### config.mk
export PLATFORM = sky130hd
export DESIGN_NAME = reaction_timer_ctrl
export DESIGN_NICKNAME = d
export VERILOG_FILES = /design/src/rtl/reaction_timer_ctrl.sv
export SDC_FILE = /design/constraint.sdc
export NUM_CORES = 1
export LEC_CHECK = 0
export BUFFER_PORTS_ARGS = -buffer_cell sky130_fd_sc_hd__buf_2
export CORE_MARGIN = 3
export CORE_UTILIZATION = 55
export DETAILED_ROUTE_END_ITERATION = 10
export PLACE_DENSITY_LB_ADDON = 0.1
export SYNTH_ARGS = -nofsm -noshare
export SYNTH_HDL_FRONTEND = slang
export SYNTH_SLANG_ARGS = --single-unit
### constraint.sdc
create_clock -name clk -period 3.7 [get_ports clk]
set_clock_uncertainty 0.1 [all_clocks]
set_input_delay 0.37 -clock clk [delete_from_list [all_inputs] [get_ports clk]]
set_output_delay 0.37 -clock clk [all_outputs]
set_load 0.02 [all_outputs]
### src/rtl/reaction_timer_ctrl.sv
// Reaction-time trial sequencer: waits for an in-range random value, holds the scaled delay, then times the stop press.
// Optional best-time tracking is enabled by defining RTC_BEST_TIME_EN.
module reaction_timer_ctrl #(
    parameter int TICKS_PER_MS  = 50000,
    parameter int DELAY_UNIT_MS = 100,
    parameter int RND_MIN       = 10,
    parameter int RND_MAX       = 50,
    parameter int TIMEOUT_MS    = 9999,
    parameter int RT_W          = 14
) (
    input  logic            clk,
    input  logic            reset,
    input  logic            start,
    input  logic            stop,
    input  logic [14:0]     rnd_value,
    input  logic            rnd_ready,
    output logic            stim_led,
    output logic            busy,
    output logic [RT_W-1:0] rt_ms,
    output logic            rt_valid,
    output logic            early,
    output logic            timeout,
    output logic [RT_W-1:0] best_ms,
    output logic [1:0]      dbg_state
);

    localparam int PS_W  = $clog2(TICKS_PER_MS + 1);
    localparam int DLY_W = 15 + $clog2(DELAY_UNIT_MS + 1);
    localparam int CNT_W = (DLY_W > RT_W) ? DLY_W : RT_W;

    typedef enum logic [1:0] {
        S_IDLE     = 2'd0,
        S_WAIT_RND = 2'd1,
        S_DELAY    = 2'd2,
        S_MEASURE  = 2'd3
    } state_t;

    state_t            state_q, state_d;
    logic [PS_W-1:0]   presc_q, presc_d;
    logic [CNT_W-1:0]  ms_q, ms_d;
    logic [DLY_W-1:0]  delay_q, delay_d;
    logic              stim_q, stim_d;
    logic              busy_q, busy_d;
    logic [RT_W-1:0]   rt_ms_q, rt_ms_d;
    logic              rt_valid_q, rt_valid_d;
    logic              early_q, early_d;
    logic              timeout_q, timeout_d;
`ifdef RTC_BEST_TIME_EN
    logic [RT_W-1:0]   best_q, best_d;
`endif

    logic              ms_tick;
    logic              rnd_ok;
    logic [CNT_W-1:0]  ms_next;

    always_comb begin
        ms_tick = (presc_q == PS_W'(TICKS_PER_MS - 1));
        // The LFSR flag alone is not trusted; the range is rechecked here.
        rnd_ok  = rnd_ready && (rnd_value >= 15'(RND_MIN)) && (rnd_value <= 15'(RND_MAX));
        ms_next = ms_q + CNT_W'(1);

        state_d    = state_q;
        presc_d    = ms_tick ? '0 : presc_q + PS_W'(1);
        ms_d       = ms_q;
        delay_d    = delay_q;
        rt_ms_d    = rt_ms_q;
        rt_valid_d = 1'b0;
        early_d    = early_q;
        timeout_d  = timeout_q;
`ifdef RTC_BEST_TIME_EN
        best_d     = best_q;
`endif

        case (state_q)
            S_IDLE: begin
                presc_d = '0;
                ms_d    = '0;
                if (start) begin
                    state_d   = S_WAIT_RND;
                    early_d   = 1'b0;
                    timeout_d = 1'b0;
                end
            end
            S_WAIT_RND: begin
                presc_d = '0;
                ms_d    = '0;
                if (stop) begin
                    early_d = 1'b1;
                    state_d = S_IDLE;
                end else if (rnd_ok) begin
                    delay_d = {{(DLY_W-15){1'b0}}, rnd_value} * DLY_W'(DELAY_UNIT_MS);
                    state_d = S_DELAY;
                end
            end
            S_DELAY: begin
                // An early press beats a delay expiring on the same cycle.
                if (stop) begin
                    early_d = 1'b1;
                    state_d = S_IDLE;
                end else if (ms_tick) begin
                    if (ms_next == CNT_W'(delay_q)) begin
                        state_d = S_MEASURE;
                        presc_d = '0;
                        ms_d    = '0;
                    end else begin
                        ms_d = ms_next;
                    end
                end
            end
            S_MEASURE: begin
                // Reaching the limit beats a stop press on the same cycle.
                if (ms_tick && (ms_next == CNT_W'(TIMEOUT_MS))) begin
                    rt_ms_d    = RT_W'(TIMEOUT_MS);
                    timeout_d  = 1'b1;
                    rt_valid_d = 1'b1;
                    state_d    = S_IDLE;
                end else if (stop) begin
                    rt_ms_d    = RT_W'(ms_q);
                    rt_valid_d = 1'b1;
                    state_d    = S_IDLE;
`ifdef RTC_BEST_TIME_EN
                    if (RT_W'(ms_q) < best_q) best_d = RT_W'(ms_q);
`endif
                end else if (ms_tick) begin
                    ms_d = ms_next;
                end
            end
            default: state_d = S_IDLE;
        endcase

        stim_d = (state_d == S_MEASURE);
        busy_d = (state_d != S_IDLE);
    end

    always_ff @(posedge clk or posedge reset) begin
        if (reset) begin
            state_q    <= S_IDLE;
            presc_q    <= '0;
            ms_q       <= '0;
            delay_q    <= '0;
            stim_q     <= 1'b0;
            busy_q     <= 1'b0;
            rt_ms_q    <= '0;
            rt_valid_q <= 1'b0;
            early_q    <= 1'b0;
            timeout_q  <= 1'b0;
`ifdef RTC_BEST_TIME_EN
            best_q     <= '1;
`endif
        end else begin
            state_q    <= state_d;
            presc_q    <= presc_d;
            ms_q       <= ms_d;
            delay_q    <= delay_d;
            stim_q     <= stim_d;
            busy_q     <= busy_d;
            rt_ms_q    <= rt_ms_d;
            rt_valid_q <= rt_valid_d;
            early_q    <= early_d;
            timeout_q  <= timeout_d;
`ifdef RTC_BEST_TIME_EN
            best_q     <= best_d;
`endif
        end
    end

    assign stim_led  = stim_q;
    assign busy      = busy_q;
    assign rt_ms     = rt_ms_q;
    assign rt_valid  = rt_valid_q;
    assign early     = early_q;
    assign timeout   = timeout_q;
    assign dbg_state = state_q;
`ifdef RTC_BEST_TIME_EN
    assign best_ms   = best_q;
`else
    assign best_ms   = '1;
`endif

endmodule

; Word-level counts from Yosys, hierarchy flattened
; Index checks and enable logic that the tools add are counted.
[word_totals]
ff_bits = 79
inputBits = 20
out_inout_bits = 35
wordCells = 77
[classes]
n_addsub = 2
multipliers = 1
magnitude_cmp = 2
n_eq_ne = 15
mux = 31
n_bitwise = 1
n_reduce_logical = 15
[op_table]
columns = operator, n
row1 = $mux 22, 6
row2 = $pmux 22 s3, 1
row3 = $mux 16, 4
row4 = $pmux 16 s2, 1
row5 = $mux 14, 2
row6 = $add 22x1->22 const B, 1
row7 = $eq 22x14->1 const B, 1
row8 = $eq 22x22->1, 1
row9 = $mul 15x5->20 const B, 1
row10 = $add 16x1->16 const B, 1
row11 = $eq 16x16->1 const B, 1
row12 = $mux 2, 8
row13 = $ge 15x4->1 const B, 1
row14 = $le 15x6->1 const B, 1
row15 = $ne 2x2->1 const B, 7
row16 = $reduce_and 3->1, 3
row17 = $pmux 2 s4, 1
row18 = $reduce_bool 2->1, 4
row19 = $eq 2x2->1 const B, 3
row20 = $mux 1, 6
row21 = $reduce_and 5->1, 1
row22 = $pmux 1 s2, 2
row23 = $reduce_or 2->1, 2
row24 = $logic_and 1x1->1, 3
row25 = other kinds (5), 5

; Longest topological paths before layout
; Gate-level depths: netlist (run 1).
[depth]
depth_word = 7
mapped_depth = 17
mapped_depth_nobuf = 17

; Worst setup path after synthesis (run 1)
; No wires, ideal clock.
[synth_path]
path_kind = input-to-reg
start = input port rnd_value[2]
end = register delay_q[20]
setup_ns = 0.125
arrival_time_ns = 3.570
required_ns = 3.475
path_slack_ns = -0.095
cell_stages = 17
path_buffers = 0
path_cell_list = inv_1 ha_1 inv_1 ha_1 inv_1 fa_1 inv_1 ha_1 a21o_1 a21oi_1 nor2_1 o21a_1 o41a_1 a211o_1 a31oi_1 xnor2_1 mux2_2
[synth_between]
elab_chain_len = 4
word_cells_on_any_way = 6
cone_classes = mul (1) / order compare (2) / reduce/logical (3)
[synth_rtl]
columns = element, line_no
row1 = from (decl), 15  ; input logic [14:0] rnd_value,
row2 = "parallel branches: the longest is 4 deep, another holds $mul 15x5->20", -
row3 = to (signal assigned), 154  ; delay_q <= delay_d;
row4 = to (decl), 41  ; logic [DLY_W-1:0] delay_q, delay_d;
; Several ways; the timed one is not identified.
; A chain may end at the register's enable or synchronous reset.

; Worst setup path in the final report (run 1)
; Ends and elaborated chain as after synthesis.

==> impl_metrics.tcl, run 1 <==
set metrics [dict create \
    post_drt_wl_per_cell_um 16.0 \
    r2r-start "ms_q[0]$_DFFE_PP0P_" \
    syn_area_mm2 0.00658 \
    critical_path_buf_inv_count 5 \
    netlist_instances 704 \
    synth_cell_types 79 \
    synth.avg_cell_area_um2 9.35 \
    power_density_mw_per_mm2 402 \
    grt.overflow.total 0 \
    initial_core_util 0.569 \
    rsz0062_at_grt "yes" \
    reg2reg_to "busy$_DFF_PP0_" \
    clock_latency_ns 0.34 \
    final_area_mm2 0.00764 \
    critPathRequiredTime_ns 3.83 \
    grt_usage 0.226 \
    routed_wl_mm 14.7 \
    clock-sinks 79 \
    antenna_cells 0 \
    cts_max_path_buffers 2 \
    ff_latch_area_mm2 0.00198 \
    multiInputGateArea_mm2 0.00427 \
    dieHeight_um 115 \
    cp_cell_sequence "buf_8, inv_6, ha_4, inv_2, ha_4, inv_2, fa_1, inv_2, ha_4, a21o_1, a21oi_2, nor2_1, o21a_1, o41a_1, a211o_1, a31oi_1, xnor2_1, mux2_4" \
    htree_levels 3 \
    fillers 958 \
    startpoint "rnd_value[2]" \
    startpoint_type "input pin" \
    async_flop_share 1.00 \
    rows 39 \
    cp_slowest_cell "fa_1" \
    critPathCapture "delay_q[20]$_DFFE_PP0P_" \
    arrival_ns 3.76 \
    grt_pass1_wl_mm 24.1 \
    pre_cts_slack_ns -0.347 \
    cts_tree "yes" \
    cp_slowest_stage_delay_ns 0.48 \
    synth_enable_flop_cells 0 \
    fin_crit_ns 3.63 \
    timing.hold.ws_ns 0.0530 \
    r2r_cells 10 \
    dpl.hpwl_mm 11.5 \
    core_area_mm2 0.0116 \
    place.gp.congestion 0.950 \
    critPathMaxFanout 4 \
    first_pass_iters 4 \
    yosys_warnings 0 \
    cp.depth 18 \
    grt_max_degree 38 \
    max-slew-margin-rel 0.294 \
    antenna_found_initial 0 \
    drt_iter0_markers 259 \
    drcViolationCount 0 \
    fin_nets 883 \
    ys_seq_area_frac 0.300 \
    critPathTopFamily "compound AO/OA/AOI/OAI gates" \
    fin_ws_ns 0.0664 \
    end_kind "flip-flop" \
    irDropWorstVdd_uv 219 \
    worst_slew_pin_slew_ns 1.05 \
    outcome "finished clean" \
    grt_pass1_vias 4978 \
    drive_gt1_frac 0.213 \
    die_area_mm2 0.0133 \
    leakagePower_nw 3.64 \
    finalHoldViolCount 0 \
    post-route-period-util 0.982 \
    placedInstanceArea_mm2 0.00714 \
    ys.flop_type "dfrtp_1" \
    synth_seq_cells 79 \
    yosysTopAreaCellShare 0.300 \
    hp-class "input pin to asynchronous set/reset pin" \
    via_count 5263 \
    numCtsBuffers 9 \
    maxCapViolCount 0 \
    ioPinCount 55 \
    ff2ff_setup_slack_ns 0.20 \
    die_w_um 115 \
    critPathKind "input pin to flip-flop" \
    via_per_inst 5.70 \
    setup_viol 0 \
    cts_root_buf "clkbuf_16" \
    placedCellCount 906 \
    drv_slew 0 \
    io_buffers 40 \
    fin_cells 923 \
    drtAntennaViolNets 0 \
    synth_area_leaders "dfrtp_1, ha_1, inv_1" \
    yosys.area.top_type "dfrtp_1" \
    clkTransAtPathRegs_ns 0.06 \
    areaGrowthSynthToFinish_pct 16.0 \
    max_freq_mhz 275 \
]
cell type report:
cell class | instances | share of cell area
Inverter | 76 | 0.0380
Multi-Input combinational cell | 520 | 0.559
Clock inverter | 7 | 0.0126
Sequential cell | 79 | 0.259
Clock buffer | 9 | 0.0295
Tap cell | 143 | 0.0234
Timing Repair Buffer | 89 | 0.0788
sequential cells by signal, summed over array words and instances (netlist names), 2 cells and up:
register and flops:
dbg_state 2, rt_ms 14, delay_q 20, ms_q 22
presc_q 16
power by group:
group	leakage [nW]	switching, W	internal, W	total (W)
logic	2.41	0.000545	0.000531	0.00108
clock network	0.160	0.000361	0.000593	0.000953
registers	1.08	0.0000786	0.000964	0.00104
through the flow:
step / utilization / power (W) / TNS, ns
detailed placement: 0.617 / 0.00208 / -1.39
floorplan: - / 0.00180 / -0.0264
CTS: 0.645 / 0.00304 / 0
finish: 0.660 / 0.00307 / 0
global placement: 0.617 / 0.00203 / -0.719
global route: 0.660 / 0.00326 / -0.0555
how the worst min path moves through the flow:
stage,start,endpoint,cells past startpoint,slack (ns)
after floorplan,presc_q[0]$_DFF_PP0_,presc_q[0]$_DFF_PP0_,1,0.33
after global placement,presc_q[0]$_DFF_PP0_,presc_q[0]$_DFF_PP0_,1,0.34
after detailed placement,presc_q[0]$_DFF_PP0_,presc_q[0]$_DFF_PP0_,1,0.35
after CTS,reset,ms_q[6]$_DFFE_PP0P_,2,0.08
after global routing,reset,rt_ms[0]$_DFFE_PP0P_,2,0.11
final,reset,rt_valid$_DFF_PP0_,2,0.05
layout by cell type (no fill, tap or decap), types with 8 or more instances in the layout:
cell type,count
nand4_1,15
conb_1,14
inv_1,70
and2_1,17
o31ai_1,14
and3_1,9
dfrtp_1,79
nand2b_1,11
xnor2_1,32
nor3_1,8
ha_1,68
nand2_1,34
buf_2,36
a21oi_1,20
nor2_1,50
clkbuf_16,9
ha_4,9
o21ai_0,20
xor2_1,20
buf_4,50
a31oi_1,17
mux2_2,16
fa_1,9
nand3_1,22
repair_timing:
item	4_1_cts	5_1_grt
setup buffers	0	1
setup endpoints to repair	0	8
hold buffers	0	0
resized for setup	0	31
synthesized netlist by cell type, types with 5 or more instances:
| master | n |
|---|---|
| buf_4 | 19 |
| nand4_1 | 15 |
| o21bai_1 | 5 |
| nor3_1 | 9 |
| buf_2 | 9 |
| o21ai_0 | 20 |
| xnor2_1 | 32 |
| a22o_1 | 5 |
| mux2_2 | 17 |
| ha_1 | 78 |
| fa_1 | 10 |
| o31ai_1 | 14 |
| clkbuf_1 | 9 |
| a21oi_1 | 23 |
| nor2b_1 | 5 |
| nand2b_1 | 11 |
| or3_1 | 6 |
| inv_1 | 75 |
| nor2_1 | 50 |
| nand3_1 | 22 |
| and3_1 | 9 |
| o22a_1 | 5 |
| a211oi_1 | 6 |
| dfrtp_1 | 79 |
| and2_1 | 17 |
| xor2_1 | 20 |
| nand2_1 | 34 |
| a31oi_1 | 17 |
per-layer routing:
| metal | global-route usage | routed length, um | vias to the layer above |
|---|---|---|---|
| met5 | 0 | 0 | - |
| met4 | 0.0822 | 387 | 0 |
| met1 | 0.295 | 6480 | 2505 |
| met2 | 0.381 | 7270 | 142 |
| li1 | - | - | 2586 |
| met3 | 0.0347 | 603 | 30 |
kinds of logic after synthesis:
kind of cell | Yosys count | share of synthesized area
AOI/OAI and AO/OA | 137 | 0.149
adders and majority gates | 88 | 0.179
and+or+nand+nor | 205 | 0.171
muxes | 20 | 0.0337
xor gates and xnor gates | 56 | 0.0831
buffers and inverters | 118 | 0.0835
DFF | 79 | 0.300
other | 1 | 0.000570
No activity file was read; power rests on OpenSTA's default activity.
==> run 2: changes to the inputs <==
--- a/config.mk
+++ b/config.mk
@@ -6,6 +6,7 @@
 export NUM_CORES = 1
 export LEC_CHECK = 0
 export BUFFER_PORTS_ARGS = -buffer_cell sky130_fd_sc_hd__buf_2
+export CORE_ASPECT_RATIO = 1.2
 export CORE_MARGIN = 3
 export CORE_UTILIZATION = 55
 export DETAILED_ROUTE_END_ITERATION = 10
==> run 2 against run 1 <==
Compared with the run above: power down 0.99%; critical path depth unchanged; utilization up 0.68 points; clock-buffer cell count up 3; critical endpoint unchanged; critical path type unchanged; combinational power about the same; non-clock buffer count up 7; global-route usage up 0.55 points; hold slack better by 0.064 ns; cell count up 2.3%.
==> impl_metrics.tcl, run 2 (same netlist as run 1, synthesis figures left out) <==
set metrics [dict create \
    grt_max_degree 58 \
    rows 43 \
    grt_usage 0.232 \
    worst_slew_pin_slew_ns 1.14 \
    via_count 5286 \
    critPathKind "input pin to flip-flop" \
    htree_levels 3 \
    initial_core_util 0.566 \
    maxCapViolCount 0 \
    drtAntennaViolNets 0 \
    via_per_inst 5.60 \
    critPathMaxFanout 3 \
    finalHoldViolCount 0 \
    clock-sinks 79 \
    largest-register "ms_q" \
    io_buffers 40 \
    clkTransAtPathRegs_ns 0.06 \
    top_regs "ms_q: 22 flops, delay_q: 20 flops, presc_q: 16 flops" \
    timing.hold.ws_ns 0.117 \
    startpoint "rnd_value[2]" \
    dieHeight_um 126 \
    end_kind "flip-flop" \
    irDropWorstVdd_uv 194 \
    drive_gt1_frac 0.233 \
    die_area_mm2 0.0133 \
    ioPinCount 55 \
    hp-class "input pin to asynchronous set/reset pin" \
    areaGrowthSynthToFinish_pct 17.8 \
    r2r-start "ms_q[0]$_DFFE_PP0P_" \
    grt_pass1_vias 5270 \
    drt_iter0_markers 206 \
    leakagePower_nw 3.66 \
    cts_root_buf "clkbuf_16" \
    post-route-util 0.667 \
    power_density_mw_per_mm2 392 \
    post_drt_wl_per_cell_um 16.0 \
    grt.overflow.total 0 \
    critPathRequiredTime_ns 3.82 \
    antenna_found_initial 0 \
    core_area_mm2 0.0116 \
    post-route-period-util 0.975 \
    place.gp.congestion 0.935 \
    largest_reg_flops 22 \
    drcViolationCount 0 \
    final_common_cell "dfrtp_1" \
    fin_crit_ns 3.61 \
    first_pass_iters 4 \
    routed_wl_mm 15.1 \
    antenna_cells 0 \
    cts_max_path_buffers 2 \
    fin_nets 890 \
    max-slew-margin-rel 0.234 \
    die_w_um 106 \
    grt_pass1_wl_mm 25.1 \
    numCtsBuffers 9 \
    drv_slew 0 \
    dpl.hpwl_mm 11.9 \
    startpoint_type "input pin" \
    setup_viol 0 \
    outcome "finished clean" \
    cts_tree "yes" \
    fillers 940 \
    max_freq_mhz 277 \
    arrival_ns 3.73 \
    layout_common_cells "dfrtp_1, ha_1, inv_1, buf_4, nor2_1" \
    clock_latency_ns 0.34 \
]
## run 2: cell types whose count changed in the layout (fill, tap and decap cells not counted), sizes merged
| cell | delta |
|---|---|
| clkinv | -3 |
| inv | -1 |
| clkinvlp | +2 |
| buf | +6 |
| clkbuf | +4 |
| bufinv | -1 |
## run 2: area by class of cell
cell class / instances / area [um^2] / area share
multi-input combinational: 520 / 4330 / 0.559
sequential: 79 / 1980 / 0.255
timing repair buffer: 96 / 659 / 0.0851
inverter: 76 / 289 / 0.0373
clock buffer: 12 / 246 / 0.0318
tap: 157 / 196 / 0.0253
clock inverter: 4 / 53.8 / 0.00694
## run 2: worst paths after layout
path	to	slack [ns]	cells after the start
hold reg to reg	presc_q[0]$_DFF_PP0_	0.36	1
hold / removal	presc_q[14]$_DFF_PP0_	0.12	2
max in group asynchronous	delay_q[14]$_DFFE_PP0P_	2.55	3
min in group clk	dbg_state[0]$_DFF_PP0_	0.25	3
setup reg to reg	busy$_DFF_PP0_	0.27	11
setup / recovery	delay_q[20]$_DFFE_PP0P_	0.09	18
## run 2: critical path, cell delays in order
cell     delay, ns
buf_4         0.10
inv_4         0.05
ha_4          0.26
inv_2         0.04
ha_4          0.25
inv_1         0.04
fa_1          0.50
inv_2         0.05
ha_4          0.21
a21o_1        0.20
a21oi_4       0.13
nor2_1        0.07
o21a_1        0.20
o41a_1        0.42
a211o_1       0.31
a31oi_1       0.20
xnor2_1       0.09
mux2_2        0.26
## run 2: metal layers
metal	part of all wire	global-route usage	vias to the layer above	wire, um
li1	-	-	2607	-
met1	0.43	0.282	2545	6490
met2	0.51	0.407	103	7630
met3	0.023	0.0179	31	346
met4	0.040	0.123	0	608
met5	0	0	-	0
## run 2: timing repair
action | in CTS | in global routing
hold buffers | 0 | 0
setup buffers | 0 | 2
resized for setup | 0 | 44
setup endpoints to repair | 0 | 3
## run 2: power by group
group | internal, W | switching [W]
Combinational | 0.000551 | 0.000549
Clock | 0.000544 | 0.000347
Sequential | 0.000964 | 0.0000879
## run 2: through the flow
step / cell area, um^2 / power (W) / setup TNS (ns) / instances / setup slack [ns]
global route: 7750 / 0.00325 / -0.0155 / 944 / -0.0155
detailed placement: 7210 / 0.00209 / -1.22 / 926 / -0.299
global placement: 7210 / 0.00206 / -0.850 / 926 / -0.248
floorplan: 6640 / 0.00180 / -0.0264 / 717 / -0.0264
finish: 7750 / 0.00304 / 0 / 944 / 0.0913
CTS: 7510 / 0.00299 / 0 / 942 / 0.0419
==> run 3: changes to the inputs <==
==> constraint.sdc (replaced) <==
create_clock -name clk -period 4.1 [get_ports clk]
set_clock_uncertainty 0.1 [all_clocks]
set_input_delay 0.41 -clock clk [delete_from_list [all_inputs] [get_ports clk]]
set_output_delay 0.41 -clock clk [all_outputs]
set_load 0.02 [all_outputs]
==> run 3 against run 2 <==
Compared with the run above: first-iteration DRC count is 15% higher; global-route usage increased by 0.50 points; sequential share of layout area grew 1.7 points; setup slack gained 0.27 ns; critical endpoint unchanged; largest power group is now registers; highest routed layer unchanged.
==> impl_metrics.tcl, run 3 (same netlist as run 1, synthesis figures left out) <==
set metrics [dict create \
    setup_viol 0 \
    critPathMaxFanout 4 \
    timing.hold.ws_ns 0.0888 \
    cp_slowest_stage_delay_ns 0.49 \
    fin_nets 860 \
    ioPinCount 55 \
    top_regs "ms_q: 22 flops, delay_q: 20 flops, presc_q: 16 flops" \
    fin_cells 913 \
    grt.overflow.total 0 \
    post_drt_wl_per_cell_um 16.5 \
    irDropWorstVdd_uv 178 \
    leakagePower_nw 3.49 \
    critPathTopFamily "compound AO/OA/AOI/OAI gates" \
    cp_common_cell "inv_1" \
    cts_tree "yes" \
    grt_use_met3 0.0297 \
    rsz0062_at_grt "no" \
    core_area_mm2 0.0116 \
    max-slew-margin-rel 0.258 \
    initial_core_util 0.566 \
    critical_path_buf_inv_count 5 \
    placedCellCount 898 \
    drt_iter0_markers 237 \
    die_area_mm2 0.0133 \
    startpoint_type "input pin" \
    fin_crit_ns 3.74 \
    ff2ff_setup_slack_ns 0.38 \
    antenna_found_initial 0 \
    dieHeight_um 126 \
    grt_max_degree 48 \
    layout_common_cells "dfrtp_1, ha_1, inv_1, nor2_1, buf_2" \
    globalRoute.busiestLayer "met2" \
    drcViolationCount 0 \
    die_w_um 106 \
    fin_setup_tns_ns 0 \
    cts_max_path_buffers 2 \
    final_common_cell "dfrtp_1" \
    worst_slew_pin_slew_ns 1.11 \
    grt_usage 0.237 \
    largest_reg_flops 22 \
    htree_levels 3 \
    fillers 1031 \
    ff_latch_area_mm2 0.00198 \
    cts_root_buf "clkbuf_16" \
    routed_wl_mm 15.0 \
    critPathRequiredTime_ns 4.23 \
    drv_slew 0 \
    hp-class "input pin to asynchronous set/reset pin" \
    post-route-period-util 0.913 \
    clkTransAtPathRegs_ns 0.06 \
    grtUsageMet2 0.427 \
    outcome "finished clean" \
    grt_pass1_wl_mm 25.5 \
    place.gp.congestion 0.914 \
    finalHoldViolCount 0 \
    via_per_inst 5.72 \
    rows 43 \
    drive_gt1_frac 0.159 \
    via_count 5225 \
    arrival_ns 3.87 \
    clock_latency_ns 0.34 \
    first_pass_iters 6 \
    use_met1 0.281 \
    dpl.hpwl_mm 12.0 \
    numCtsBuffers 9 \
    drtAntennaViolNets 0 \
    areaGrowthSynthToFinish_pct 10.3 \
    largest-register "ms_q" \
    end_kind "flip-flop" \
    critPathKind "input pin to flip-flop" \
    cp_slowest_cell "fa_1" \
    antenna_cells 0 \
    power.total_w 0.00262 \
    maxCapViolCount 0 \
    cp_cell_sequence "buf_2, inv_1, ha_1, inv_1, ha_1, inv_1, fa_1, inv_1, ha_1, a21o_1, a21oi_1, nor2_1, o21a_1, o41a_1, a211o_1, a31oi_1, xnor2_1, mux2_2" \
    io_buffers 40 \
    power_density_mw_per_mm2 361 \
    grt_pass1_vias 5279 \
    multiInputGateArea_mm2 0.00412 \
    clock-sinks 79 \
    post_cts_buffers 0 \
    max_freq_mhz 267 \
]
==> run 3: cell count changes in the layout (fill, tap and decap cells not counted), moves of 3 or more <==
cell | before | now
inv_1 | 63 | 74
buf_2 | 36 | 40
ha_4 | 13 | 0
buf_4 | 56 | 26
inv_2 | 11 | 1
a21oi_1 | 20 | 23
ha_1 | 64 | 78
==> run 3: layer usage <==
layer | vias up | wire [um] | share of wire
met5 | - | 0 | 0
met3 | 34 | 503 | 0.033
met1 | 2523 | 6230 | 0.41
li1 | 2548 | - | -
met4 | 0 | 514 | 0.034
met2 | 120 | 7780 | 0.52
==> run 3: power breakdown <==
part,internal [W],switching (W)
clock,0.000469,0.000312
sequential,0.000870,0.0000760
combinational,0.000430,0.000463
total,0.00177,0.000851
==> run 3: path summary, 6_finish.rpt <==
check	to	startpoint	depth (start not counted)
max	delay_q[20]$_DFFE_PP0P_	rnd_value[2]	18
min	rt_ms[5]$_DFFE_PP0P_	reset	2
max reg2reg	rt_ms[0]$_DFFE_PP0P_	ms_q[1]$_DFFE_PP0P_	11
min reg2reg	presc_q[0]$_DFF_PP0_	presc_q[0]$_DFF_PP0_	1
max in group asynchronous	delay_q[14]$_DFFE_PP0P_	reset	3
min in group clk	delay_q[4]$_DFFE_PP0P_	rnd_value[2]	2
==> run 3: area by class of cell <==
class                   count  share of cell area
well taps                 157              0.0271
inverters                  76              0.0395
flip-flops and latches     79               0.272
multi-input cells         520               0.567
repair buffers             66              0.0545
clock buffers              10              0.0315
clock inverters             5             0.00810
==> run 3: repair_timing <==
action                     in CTS  in global routing
setup endpoints to repair       0                  1
gates resized for setup         0                  1
hold buffers                    0                  0
==> run 3: per-stage QoR <==
step                area [um^2]  worst slack [ns]  utilization
floorplan                  6630             0.265            -
global placement           6970           -0.0356        0.599
detailed placement         6970            -0.108        0.599
CTS                        7250             0.238        0.624
global route               7260            0.0663        0.625
finish                     7260             0.357        0.625
